<file path="src/rtl/graded_note_lane.sv">
// graded_note_lane: scrolling note lane with hit grading, sustain tracking, streak counter and pixel render
module graded_note_lane #(
  parameter int NUM_STAGES   = 96,
  parameter int STAGE_HEIGHT = 5,
  parameter int STRIPE_WIDTH = 35,
  parameter int ZONE_START   = 83,
  parameter int ZONE_END     = 92,
  parameter int PERF_START   = 86,
  parameter int PERF_END     = 89,
  parameter int STREAK_W     = 8
) (
  input  logic                clk,
  input  logic                rst,
  input  logic                advance,
  input  logic [1:0]          drop_note,
  input  logic                mark_hit,
  input  logic                button_held,
  input  logic [9:0]          col,
  input  logic [9:0]          row,
  input  logic                valid,
  input  logic [9:0]          lane_left_col,
  input  logic [5:0]          block_color,
  output logic [5:0]          lane_rgb,
  output logic                has_head_in_zone,
  output logic                has_tail_in_zone,
  output logic                hit_valid,
  output logic                hit_perfect,
  output logic                ghost_press,
  output logic                note_missed,
  output logic                sustain_tick,
  output logic                sustain_broken,
  output logic [STREAK_W-1:0] streak
);
  localparam int SW = $clog2(NUM_STAGES);
  localparam int CTR = STRIPE_WIDTH / 2;
  typedef enum logic {IDLE, SUSTAIN} state_t;
  state_t state;
  logic [NUM_STAGES-1:0] head, tail, hit, sh_head, sh_tail, sh_hit, nx_hit, zone, deep, cand, land;
  logic [SW-1:0] sel, idx;
  logic graded, miss, sustaining, head_zone, tail_zone, leave, ctr;
  logic [9:0] rel_col;
  logic [5:0] pix;
  int st;
  always_comb begin
    zone = '0;
    deep = '0;
    for (int i = 0; i < NUM_STAGES; i++) begin
      zone[i] = i >= ZONE_START && i <= ZONE_END;
      deep[i] = i >= ZONE_START;
    end
    sh_head = advance ? {head[NUM_STAGES-2:0] & ~hit[NUM_STAGES-2:0], drop_note == 2'b10} : head;
    sh_tail = advance ? {tail[NUM_STAGES-2:0] & ~hit[NUM_STAGES-2:0], drop_note == 2'b01} : tail;
    sh_hit = advance ? '0 : hit;
    cand = sh_head & ~sh_hit & zone;
    sel = '0;
    for (int i = 0; i < NUM_STAGES; i++) sel = cand[i] ? SW'(i) : sel;
    graded = mark_hit && |cand;
    sustaining = state == SUSTAIN && button_held && advance;
    land = sh_tail & deep;
    nx_hit = sh_hit | (sustaining ? land : '0) | (graded ? {{(NUM_STAGES-1){1'b0}}, 1'b1} << sel : '0);
    miss = advance && head[NUM_STAGES-1] && !hit[NUM_STAGES-1];
    head_zone = |(head & ~hit & zone);
    tail_zone = |(tail & zone);
    leave = !button_held || head_zone || !(|((head | tail) & zone));
    st = int'(row) / STAGE_HEIGHT;
    rel_col = col - lane_left_col;
    idx = st < NUM_STAGES ? SW'(st) : '0;
    ctr = int'(rel_col) >= CTR - 1 && int'(rel_col) <= CTR + 1;
    pix = (!valid || st >= NUM_STAGES || int'(rel_col) >= STRIPE_WIDTH) ? 6'd0
        : head[idx] ? (hit[idx] ? 6'h3f : block_color)
        : !ctr ? 6'd0
        : tail[idx] ? (hit[idx] ? 6'h3f : block_color)
        : 6'b010101;
  end
  assign has_head_in_zone = head_zone;
  assign has_tail_in_zone = tail_zone;
  always_ff @(posedge clk) begin
    if (rst) begin
      head <= '0;
      tail <= '0;
      hit <= '0;
      state <= IDLE;
      hit_valid <= 1'b0;
      hit_perfect <= 1'b0;
      ghost_press <= 1'b0;
      note_missed <= 1'b0;
      sustain_tick <= 1'b0;
      sustain_broken <= 1'b0;
      streak <= '0;
      lane_rgb <= '0;
    end else begin
      head <= sh_head;
      tail <= sh_tail;
      hit <= nx_hit;
      hit_valid <= graded;
      hit_perfect <= graded && int'(sel) >= PERF_START && int'(sel) <= PERF_END;
      ghost_press <= mark_hit && !(|cand);
      note_missed <= miss;
      sustain_tick <= sustaining && |land;
      sustain_broken <= state == SUSTAIN && !button_held && tail_zone;
      streak <= graded ? (miss ? STREAK_W'(1) : (&streak ? streak : streak + 1'b1)) : (miss ? '0 : streak);
      state <= graded ? SUSTAIN : (state == SUSTAIN && leave) ? IDLE : state;
      lane_rgb <= pix;
    end
  end
endmodule

</file>
<file path="config.mk">
export PLATFORM = sky130hd
export DESIGN_NAME = graded_note_lane
export DESIGN_NICKNAME = d
export VERILOG_FILES = /design/src/rtl/graded_note_lane.sv
export SDC_FILE = /design/constraint.sdc
export NUM_CORES = 1
export LEC_CHECK = 0
export ABC_CLOCK_PERIOD_IN_PS = 11400
export BUFFER_PORTS_ARGS = -buffer_cell sky130_fd_sc_hd__clkbuf_2
export CAP_MARGIN = 20
export CORE_UTILIZATION = 58
export DETAILED_ROUTE_END_ITERATION = 10
export PLACE_DENSITY_LB_ADDON = 0.15
export SYNTH_ARGS = -nofsm -noshare
export SYNTH_HDL_FRONTEND = slang
export SYNTH_SLANG_ARGS = --single-unit
</file>
<file path="constraint.sdc">
create_clock -name clk -period 11.4 [get_ports clk]
set_clock_uncertainty 0.05 [all_clocks]
set_input_delay 2.28 -clock clk [delete_from_list [all_inputs] [get_ports clk]]
set_output_delay 2.28 -clock clk [all_outputs]
set_load 0.01 [all_outputs]
</file>
==> reports/results.ini <==
[synth]
yosysTopAreaCell = dfxtp_1
synth_warnings = 0
synth_top_family_by_area = simple AND/OR/NAND/NOR gates
synth_nets = 2337
async_flop_share = 0
netlist_top_cells_count = nor2_1 (449), nand2_1 (334), dfxtp_1 (309)
post_synth_xor_area_fraction = 0.009274
ys.flop_type = dfxtp_1
synth-edff-count = 0
yosysTopAreaCellShare = 0.3639
netlist_instances = 2279
synth_compound_area_frac = 0.2276
synth_fa_ha_area_frac = 0.01133
synth-seq-cells = 309
yosysUniqueCellTypes = 119
syn_area_mm2 = 0.01700
seq_area_frac_synth = 0.3639
synthTopCellsByArea = dfxtp_1 (36%), nor2_1 (9.9%), nand2_1 (7.4%)
synthMuxAreaShare = 0.04813
synth_simple_gate_area_frac = 0.2934
yosysMostFrequentCell = nor2_1
synth_area_per_cell_um2 = 7.459

[setup_path]
worst_ep_required_time_ns = 11.77
cp-end-kind = register
crit_path_frequent_cell = a211oi_1
cp-start-kind = input port
r2r_cells = 10
worstReg2RegEnd = streak[5]
reg2reg_slack_ns = 8.57
crit_path_top_delay_cell = o211a_1
path_delay_family = compound AO/OA/AOI/OAI gates
max_stage_delay_ns = 0.53
cp_max_fo = 22
reg2reg_from = hit[87]
critical_path_buf_inv_count = 5
critPathKind = in2reg
arrival_ns = 11.09

[global_route]
grt_first_pass_wirelength_mm = 84.13
grt_use_total = 0.3419
gr-total-overflow = 0
grt_pass1_vias = 15671
grt_max_degree = 115
antenna_found_initial = 0

[power]
powerDensity_mw_per_mm2 = 157.1
leakage_nw = 7.346
ir_worst_vdd_mv = 0.1361
total_power_w = 0.002914

[timing]
fmax_ghz = 0.09324
max_slew.worst_pin.slew_ns = 1.104
finalSetupTns_ns = 0
drv_slew = 0
period_share = 0.9408
rsz0062_at_grt = no
hold_viol = 0
relSlewSlack = 0.2638
period_minus_slack_ns = 10.72
setup-violations-final = 0

[die]
die_h_um = 173.2
rows = 62
coreArea_mm2 = 0.02878
dieArea_mm2 = 0.03000
io_pins = 66
initial_utilization = 0.5907
die_w_um = 173.2

[layout]
final_util = 0.6445
fin_area_mm2 = 0.01855
drive_above_1_share = 0.1046
fin_cells = 2669
area_growth_pct = 9.104
fin_nets = 2321
antenna_cells = 0

[detailed_routing]
vias = 16941
wl_per_cell_um = 19.63
drt-total-wl_mm = 52.40
avgViaCountPerCell = 6.347
drc = 0
drt_iter0_drc = 1839
dr.pass1.iters = 6
ant_nets = 0

[clocking]
cts.repair.resized = 0
clk_pin_slew_ns = 0.06
clockBufferDepth = 3
insertion_delay_ns = 0.53
cts_sinks = 309
numCtsBuffers = 34
cts_max_level = 2
post-cts-setup-buffer-count = 0
cts_root_buffer = clkbuf_16
cts_tree = built
ctsHoldBuffers = 0

[place]
portBuffers = 65
placed_cell_area_mm2 = 0.01746
dp_hpwl_mm = 35.54
place_inst = 2611
place_congestion = 0.9460

[worst_hold_path]
holdCritPathClass = reg2reg
hold_end = tail[1]
min_path_cells = 2
hp-start = tail[1]

[run_status]
run_status = finished, final reports clean

[flow_run]
cap_violations = 0

layer usage:
metal,share of wire,global-route usage,wire [um],vias to the layer above
li1,-,-,-,7905
met4,0.031,0.1198,1647,0
met1,0.43,0.4687,22550,7986
met5,0,0,0,-
met3,0.094,0.06288,4942,147
met2,0.44,0.5385,23260,903
worst max path at each step:
stage | startpoint | endpoint | depth (start not counted)
3_3_place_gp | row[8] | lane_rgb[4] | 32
2_1_floorplan | row[8] | lane_rgb[1] | 32
3_5_place_dp | row[8] | lane_rgb[5] | 32
5_1_grt | row[8] | lane_rgb[0] | 32
6_report | row[8] | lane_rgb[5] | 32
4_1_cts | row[8] | lane_rgb[2] | 32
cell families (layout without fill, tap and decap cells):
kind of cell    count (synthesis)  after routing
compound gates                562            562
mux                            78             78
simple gates                 1114           1114
buf+inv                       183            189
xor+xnor                       18             18
flops                         309            309
fa+ha+maj                      15             15
stage by stage:
| stage | worst slack (ns) | hold WS, ns |
|---|---|---|
| global route | 0.2480 | 0.4631 |
| global placement | 0.7125 | 0.4154 |
| detailed placement | 0.4825 | 0.4384 |
| CTS | 0.9824 | 0.4469 |
| finish | 0.6752 | 0.4468 |
| floorplan | 2.042 | 0.3910 |
cell usage in the layout, fill, tap and decap left out, drive strengths merged, types with 9 or more instances in the layout:
master / n
a31oi: 22
inv: 30
a221oi: 20
and3: 12
nand4: 16
or2: 9
o211a: 10
nand2b: 11
nor2b: 28
mux2i: 57
dfxtp: 309
nand2: 335
mux2: 21
nor2: 452
ha: 13
a311oi: 10
a31o: 9
o31ai: 10
nor3: 42
a21oi: 245
o211ai: 27
o21a: 9
a21o: 10
nand3: 64
o21ai: 61
xnor2: 10
a211oi: 33
and2: 95
clkbuf: 113
or3: 9
nor4: 14
buf: 40
report_power, final:
group | switching, W | internal, W | leakage (nW) | total (W)
sequential | 0.00000166 | 0.00108 | 2.49 | 0.00108
clock | 0.000445 | 0.000639 | 0.528 | 0.00108
combinational | 0.000516 | 0.000230 | 4.33 | 0.000746
worst register-to-register path: cells and delay by family, from the launching register on:
kind	cells	cell delay [ns]
AOI/OAI and AO/OA	4	1.01
DFF	1	0.38
and+or+nand+nor	6	1.32
final cells by class:
| type | count | area (um2) |
|---|---|---|
| Fill cell | 2575 | 10230 |
| Multi-Input combinational cell | 1787 | 10060 |
| Sequential cell | 309 | 6186 |
| Clock buffer | 50 | 972.2 |
| Timing Repair Buffer | 103 | 623.1 |
| Tap cell | 384 | 480.5 |
| Clock inverter | 8 | 111.4 |
| Inverter | 28 | 110.1 |
Note: power is estimated with default switching activity, not from simulation.
